<file path="config.mk">
export PLATFORM = sky130hd
export DESIGN_NAME = axis_bram_row_packer
export DESIGN_NICKNAME = d
export VERILOG_FILES = /design/src/rtl/axis_bram_pkg.sv /design/src/rtl/axis_bram_row_buffer.sv /design/src/rtl/axis_bram_row_packer.sv
export SDC_FILE = /design/constraint.sdc
export NUM_CORES = 2
export LEC_CHECK = 0
export CORE_AREA = 2 2 483 485
export CTS_CLUSTER_DIAMETER = 30
export DETAILED_ROUTE_END_ITERATION = 10
export DIE_AREA = 0 0 485 487
export GPL_ROUTABILITY_DRIVEN = 0
export SETUP_SLACK_MARGIN = 0.2
export SYNTH_ARGS = -nofsm -noshare
export SYNTH_HDL_FRONTEND = slang
export SYNTH_SLANG_ARGS = --single-unit
</file>
<file path="constraint.sdc">
create_clock -name clk -period 7.8 [get_ports clk]
set_input_delay 1.95 -clock clk [delete_from_list [all_inputs] [get_ports clk]]
set_output_delay 1.95 -clock clk [all_outputs]
set_load 0.1 [all_outputs]
</file>
<file path="src/rtl/axis_bram_pkg.sv">
// Shared types and sizing helpers for the AXI-Stream <-> wide BRAM row packer.
package axis_bram_pkg;

  typedef enum logic [2:0] {
    IDLE,
    WR_FILL,
    WR_COMMIT,
    RD_ISSUE,
    RD_WAIT,
    RD_DRAIN,
    DONE
  } state_e;

  function automatic int cnt_width(input int words_per_row);
    return $clog2(words_per_row);
  endfunction

  function automatic int row_width(input int word_width, input int words_per_row);
    return word_width * words_per_row;
  endfunction

endpackage

</file>
<file path="src/rtl/axis_bram_row_buffer.sv">
// One BRAM row held as word slots: word-indexed write, clear, full-row load, word-indexed read.
module axis_bram_row_buffer
  import axis_bram_pkg::*;
#(
  parameter int WORD_WIDTH    = 16,
  parameter int WORDS_PER_ROW = 36,
  localparam int CNT_W        = cnt_width(WORDS_PER_ROW),
  localparam int ROW_W        = row_width(WORD_WIDTH, WORDS_PER_ROW)
) (
  input  logic                  clk,
  input  logic                  clr,
  input  logic                  wr_en,
  input  logic [CNT_W-1:0]      wr_idx,
  input  logic [WORD_WIDTH-1:0] wr_word,
  input  logic                  ld_en,
  input  logic [ROW_W-1:0]      ld_row,
  input  logic [CNT_W-1:0]      rd_idx,
  output logic [WORD_WIDTH-1:0] rd_word,
  output logic [ROW_W-1:0]      row_nxt
);

  logic [WORD_WIDTH-1:0] slot_q [WORDS_PER_ROW];
  logic [WORD_WIDTH-1:0] slot_d [WORDS_PER_ROW];

  // clear wins over load, load wins over a single-word write
  always_comb begin
    for (int i = 0; i < WORDS_PER_ROW; i++) begin
      if (clr)
        slot_d[i] = '0;
      else if (ld_en)
        slot_d[i] = ld_row[i*WORD_WIDTH +: WORD_WIDTH];
      else if (wr_en && (wr_idx == CNT_W'(i)))
        slot_d[i] = wr_word;
      else
        slot_d[i] = slot_q[i];
    end
  end

  always_ff @(posedge clk) begin
    slot_q <= slot_d;
  end

  // next-row view lets the committer capture a row in the same cycle its last word lands
  always_comb begin
    row_nxt = '0;
    for (int i = 0; i < WORDS_PER_ROW; i++)
      row_nxt[i*WORD_WIDTH +: WORD_WIDTH] = slot_d[i];
  end

  assign rd_word = slot_q[rd_idx];

endmodule

</file>
<file path="src/rtl/axis_bram_row_packer.sv">
// Packs stream words into wide BRAM rows (write mode) and unpacks rows into a stream (read mode).
module axis_bram_row_packer
  import axis_bram_pkg::*;
#(
  parameter int WORD_WIDTH      = 16,
  parameter int WORDS_PER_ROW   = 36,
  parameter int ADDR_WIDTH      = 12,
  parameter int BRAM_RD_LATENCY = 2,
  localparam int CNT_W          = cnt_width(WORDS_PER_ROW),
  localparam int ROW_W          = row_width(WORD_WIDTH, WORDS_PER_ROW)
) (
  input  logic                  clk,
  input  logic                  rst,
  input  logic                  mode,
  input  logic                  start,
  input  logic [ADDR_WIDTH-1:0] start_index,
  input  logic [ADDR_WIDTH-1:0] bound_index,
  output logic                  busy,
  output logic                  done,
  input  logic [WORD_WIDTH-1:0] s_axis_tdata,
  input  logic                  s_axis_tvalid,
  output logic                  s_axis_tready,
  input  logic                  s_axis_tlast,
  output logic [WORD_WIDTH-1:0] m_axis_tdata,
  output logic                  m_axis_tvalid,
  input  logic                  m_axis_tready,
  output logic                  m_axis_tlast,
  output logic                  bram_en,
  output logic                  bram_we,
  output logic [ADDR_WIDTH-1:0] bram_addr,
  output logic [ROW_W-1:0]      bram_wdata,
  input  logic [ROW_W-1:0]      bram_rdata
);

  localparam logic [CNT_W-1:0] LAST_SLOT = CNT_W'(WORDS_PER_ROW - 1);
  localparam logic [7:0]       LAT_LAST  = 8'(BRAM_RD_LATENCY - 1);

  state_e                state, state_nxt;
  logic [ADDR_WIDTH-1:0] addr, addr_nxt, bound, bound_nxt;
  logic [CNT_W-1:0]      count, count_nxt;
  logic [7:0]            lat_cnt, lat_nxt;
  logic                  last_seen, last_nxt;
  logic                  s_hs, m_hs, at_bound, last_slot;
  logic                  buf_clr, buf_ld;
  logic [WORD_WIDTH-1:0] rd_word;
  logic [ROW_W-1:0]      row_nxt;

  assign at_bound  = (addr == bound);
  assign last_slot = (count == LAST_SLOT);

  assign s_axis_tready = (state == WR_FILL);
  assign m_axis_tvalid = (state == RD_DRAIN);
  assign m_axis_tdata  = m_axis_tvalid ? rd_word : '0;
  assign m_axis_tlast  = m_axis_tvalid && last_slot && at_bound;

  assign s_hs    = s_axis_tready && s_axis_tvalid;
  assign m_hs    = m_axis_tvalid && m_axis_tready;
  assign buf_clr = (state == IDLE) || (state == WR_COMMIT);
  assign buf_ld  = (state == RD_WAIT) && (lat_cnt == LAT_LAST);

  axis_bram_row_buffer #(
    .WORD_WIDTH   (WORD_WIDTH),
    .WORDS_PER_ROW(WORDS_PER_ROW)
  ) u_row_buffer (
    .clk    (clk),
    .clr    (buf_clr),
    .wr_en  (s_hs),
    .wr_idx (count),
    .wr_word(s_axis_tdata),
    .ld_en  (buf_ld),
    .ld_row (bram_rdata),
    .rd_idx (count),
    .rd_word(rd_word),
    .row_nxt(row_nxt)
  );

  always_comb begin
    state_nxt = state;
    addr_nxt  = addr;
    bound_nxt = bound;
    count_nxt = count;
    lat_nxt   = lat_cnt;
    last_nxt  = last_seen;
    case (state)
      IDLE: if (start) begin
        addr_nxt  = start_index;
        bound_nxt = bound_index;
        count_nxt = '0;
        last_nxt  = 1'b0;
        state_nxt = mode ? WR_FILL : RD_ISSUE;
      end
      WR_FILL: if (s_hs) begin
        if (last_slot || s_axis_tlast) begin
          last_nxt  = s_axis_tlast;
          state_nxt = WR_COMMIT;
        end else begin
          count_nxt = count + CNT_W'(1);
        end
      end
      WR_COMMIT: begin
        count_nxt = '0;
        if (at_bound || last_seen) begin
          state_nxt = DONE;
        end else begin
          addr_nxt  = addr + ADDR_WIDTH'(1);
          state_nxt = WR_FILL;
        end
      end
      RD_ISSUE: begin
        lat_nxt   = '0;
        state_nxt = RD_WAIT;
      end
      RD_WAIT: begin
        if (lat_cnt == LAT_LAST) begin
          count_nxt = '0;
          state_nxt = RD_DRAIN;
        end else begin
          lat_nxt = lat_cnt + 8'd1;
        end
      end
      RD_DRAIN: if (m_hs) begin
        if (!last_slot) begin
          count_nxt = count + CNT_W'(1);
        end else if (at_bound) begin
          state_nxt = DONE;
        end else begin
          addr_nxt  = addr + ADDR_WIDTH'(1);
          state_nxt = RD_ISSUE;
        end
      end
      DONE:    state_nxt = IDLE;
      default: state_nxt = IDLE;
    endcase
  end

  // outputs are registered from the next state so strobes line up with the state they belong to
  always_ff @(posedge clk) begin
    if (rst) begin
      state      <= IDLE;
      addr       <= '0;
      bound      <= '0;
      count      <= '0;
      lat_cnt    <= '0;
      last_seen  <= 1'b0;
      busy       <= 1'b0;
      done       <= 1'b0;
      bram_en    <= 1'b0;
      bram_we    <= 1'b0;
      bram_addr  <= '0;
      bram_wdata <= '0;
    end else begin
      state     <= state_nxt;
      addr      <= addr_nxt;
      bound     <= bound_nxt;
      count     <= count_nxt;
      lat_cnt   <= lat_nxt;
      last_seen <= last_nxt;
      busy      <= (state_nxt != IDLE);
      done      <= (state_nxt == DONE);
      bram_en   <= (state_nxt == WR_COMMIT) || (state_nxt == RD_ISSUE);
      bram_we   <= (state_nxt == WR_COMMIT);
      if ((state_nxt == WR_COMMIT) || (state_nxt == RD_ISSUE))
        bram_addr <= addr_nxt;
      if (state_nxt == WR_COMMIT)
        bram_wdata <= row_nxt;
    end
  end

endmodule

</file>
==> results.yml <==
status:
  status: "complete, but fails checks"
  violations: "max-capacitance violations, max-slew violations"
placement:
  dpl.cell_count: 9531
  placed_area_sq_um: 65200
  hpwlAfterDp_mm: 256
  port_buffers: 1233
pwr:
  power_per_cell_area_nw_per_um2: 270
  power.static_leakage_uw: 0.0298
  power_frac_seq: 0.306
  power.switching_uw: 4880
  ir_worst_vdd_mv: 0.168
  swShare: 0.238
  pwr-share-clk: 0.634
  p_comb_frac: 0.060
  intPower_uw: 15600
sta:
  finalSetupTns_ns: 0
  fmax_mhz: 135
  setup_violations: 0
  drv_slew: 17
  timing.slew.headroom: -0.00990
  rsz0062_at_grt: "no"
  timing.final.hold_violations: 0
  worst_slew_pin_slew_ns: 1.51
  clock_skew_ns: 0.0815
  finalCritPeriodShare: 0.949
  fin_crit_ns: 7.40
yosys:
  synthXorXnorAreaFrac: 0.00360
  yosysTopAreaCellShare: 0.474
  muxShareOfSynthArea: 0.0907
  synth_area_leaders: "dfxtp_1, a22o_1, nand2_1"
  synth.largest_area_cell: "dfxtp_1"
  seq_area_frac_synth: 0.474
  ys_seq_elements: 1210
  ys_types: 73
  yosys_warnings: 0
  synth-adder-area-share: 0.00171
  synth_top_family_by_area: "simple AND/OR/NAND/NOR gates"
  synth_cells: 5755
  synthSimpleGateAreaFrac: 0.206
  syn_area_sq_um: 51100
  synth_nets: 6385
  ys.flop_type: "dfxtp_1"
  synth.avg_cell_area_sq_um: 8.88
  async_flop_share: 0
  synth_edf_count: 0
  synth_compound_area_frac: 0.173
final_layout:
  area_growth_pct: 48.5
  stdcell_area_sq_um: 75900
  fill_cells: 23600
  drive_above_1_share: 0.140
  fin_nets: 7428
  instances_no_fill: 10100
  seq_area_sq_um: 24200
  multiInputGateArea_sq_um: 24400
routing:
  vias: 53500
  wire_per_inst_microns: 33.5
  postRouteAntennaNets: 0
  routed_via_density: 5.28
  drt_pass1_iterations: 8
  drcViolationCount: 0
  routed_wl_mm: 339
  drt_iter0_drc: 6904
die:
  io_pins: 1234
  core_area_sq_um: 231000
  core.rowCount: 177
  chipHeight_microns: 487
  start_util: 0.221
  die_area_sq_um: 236000
  die_w_microns: 485
setup_path:
  cp_slowest_cell: "dfxtp_4"
  cp-end-kind: "primary output"
  path_max_fanout: 66
  crit_arrival_ns: 5.45
  setup.worst_path.start_class: "flip-flop"
  r2r-end: "bram_wdata[215]$_SDFFE_PP0N_"
  reg2reg_depth: 11
  max_stage_delay_ns: 1.06
  worstPathRequired_ns: 5.85
  worstSetupPathType: "reg -> out"
  r2r_start: "count[1]$_SDFFE_PP0P_"
  r2r_slack_ns: 1.81
  cpMostUsedCell: "mux4_2"
  cp_cell_sequence: "buf_12 -> mux4_2 -> mux4_2 -> a22oi_1 -> nand2_1 -> clkdlybuf4s50_1"
global_route:
  grt_max_degree: 250
  grt_antenna_before_repair: 147
  overflow: 0
  grt_usage: 0.273
  grt_pass1_wl_mm: 443
  grt_pass1_vias: 50200
hold_path:
  min_path_type: "reg -> reg"
  min_to: "bound[10]$_SDFFE_PP0P_"
  worstHoldStart: "bound[10]$_SDFFE_PP0P_"
  whs_path_depth: 2
clock_network:
  numCtsBuffers: 307
  clock-sinks: 1210
  clockBufferDepth: 4
  clk_latency_ns: 0.94
  path_clk_slew_ns: 0.05
  cts_max_level: 5
  cts_tree: "yes"
  cts_root_buf: "clkbuf_16"
job:
  drv_cap: 1
layout make-up:
type | count | area share
antenna | 70 | 0.00231
clock buffer | 386 | 0.112
clock inverter | 148 | 0.0263
inverter | 8 | 0.000396
multi-input combinational | 3960 | 0.321
sequential | 1210 | 0.319
tap | 3043 | 0.0501
timing repair buffer | 1311 | 0.168
worst max path at each step:
stage	slack (ns)	start	end	cells after the start
final	0.40	count[1]$_SDFFE_PP0P_	m_axis_tdata[8]	6
after global routing	0.23	count[1]$_SDFFE_PP0P_	m_axis_tdata[3]	6
after CTS	0.41	count[1]$_SDFFE_PP0P_	m_axis_tdata[5]	6
after detailed placement	1.19	count[0]$_SDFFE_PP0P_	m_axis_tdata[8]	6
after global placement	1.19	count[0]$_SDFFE_PP0P_	m_axis_tdata[8]	6
after floorplan	3.08	count[0]$_SDFFE_PP0P_	m_axis_tdata[10]	6
Yosys cell counts (all sizes together), types with 3 or more instances:
library cell and n:
dfxtp 1210, nand2 1092, nor2 616, a22o 576, nand3 530, o21ai 509, clkbuf 322, buf 255
mux4 176, a21oi 102, and2 68, mux2i 66, nand4 38, and4 34, xor2 19, a22oi 17
a311oi 17, nor2b 10, inv 8, ha 7, o21bai 7, a31oi 6, and3 5, a221oi 4
a32oi 4, nor3 4, nor4 4, o211ai 4, a211oi 3, a21o 3, a222oi 3, nand3b 3
nor3b 3
sequential cells by signal, indices dropped and copies added, names as in the netlist:
| register | flops |
|---|---|
| bram_wdata | 576 |
| u_row_buffer.slot_q | 576 |
| addr | 12 |
| bound | 12 |
| bram_addr | 12 |
| lat_cnt | 8 |
| count | 6 |
| state | 3 |
| bram_en | 1 |
| bram_we | 1 |
| busy | 1 |
| done | 1 |
| last_seen | 1 |
power groups by stage:
stage	logic, uW	registers (uW)	clock network (uW)
after CTS	1220	6270	13100
after global placement	1200	6390	0
final	1230	6270	13000
after global routing	1270	6270	13400
after floorplan	473	6420	0
after detailed placement	1210	6390	0
metrics by stage:
stage	worst slack [ns]	utilization	total power [uW]	hold slack [ns]
finish	0.396	0.328	20500	0.472
global route	0.228	0.328	20900	0.486
CTS	0.410	0.327	20600	0.474
detailed placement	1.19	0.282	7600	0.463
global placement	1.19	0.282	7590	0.463
floorplan	3.08	-	6890	0.448
cells by family (layout without fill, tap and decap cells):
group / after synthesis / after routing
and+or+nand+nor: 2419 / 2419
muxes: 243 / 243
adders and majority gates: 7 / 7
other: 0 / 70
xor gates and xnor gates: 21 / 21
buffers and inverters: 585 / 1853
DFF: 1210 / 1210
AOI/OAI and AO/OA: 1270 / 1270
layout by cell type, fill, tap and decap left out, types with 19 or more instances in the layout:
cell type / instances
a22o_1: 576
clkbuf_8: 43
clkinvlp_4: 21
nand2_1: 1090
dfxtp_1: 1206
xor2_1: 19
nor2_1: 612
buf_12: 20
nand3_1: 528
o21ai_0: 488
o21ai_1: 20
and4_1: 34
clkbuf_16: 311
clkdlybuf4s50_1: 1084
a21oi_1: 102
mux2i_1: 66
clkinv_2: 57
buf_4: 196
and2_1: 68
nand4_2: 29
mux4_2: 176
clkbuf_1: 32
diode_2: 70
bufinv_16: 41
timing repair:
action,4_1_cts,5_1_grt
resized for setup,0,0
setup endpoints to repair,2,0
hold buffers,0,0
setup buffers,1,0
per-layer routing:
metal	wire length, microns	GRT usage
met1	131000	0.332
met2	139000	0.391
met3	45700	0.123
met4	23400	0.170
met5	416	0
critical path, delay by kind of cell, from the launching register on:
family / cells / cell delay [ns]
muxes: 2 / 1.01
and+or+nand+nor: 1 / 0.22
DFF: 1 / 1.06
AOI/OAI and AO/OA: 1 / 0.79
buffers and inverters: 2 / 1.38
(Power assumes the default switching activity.)
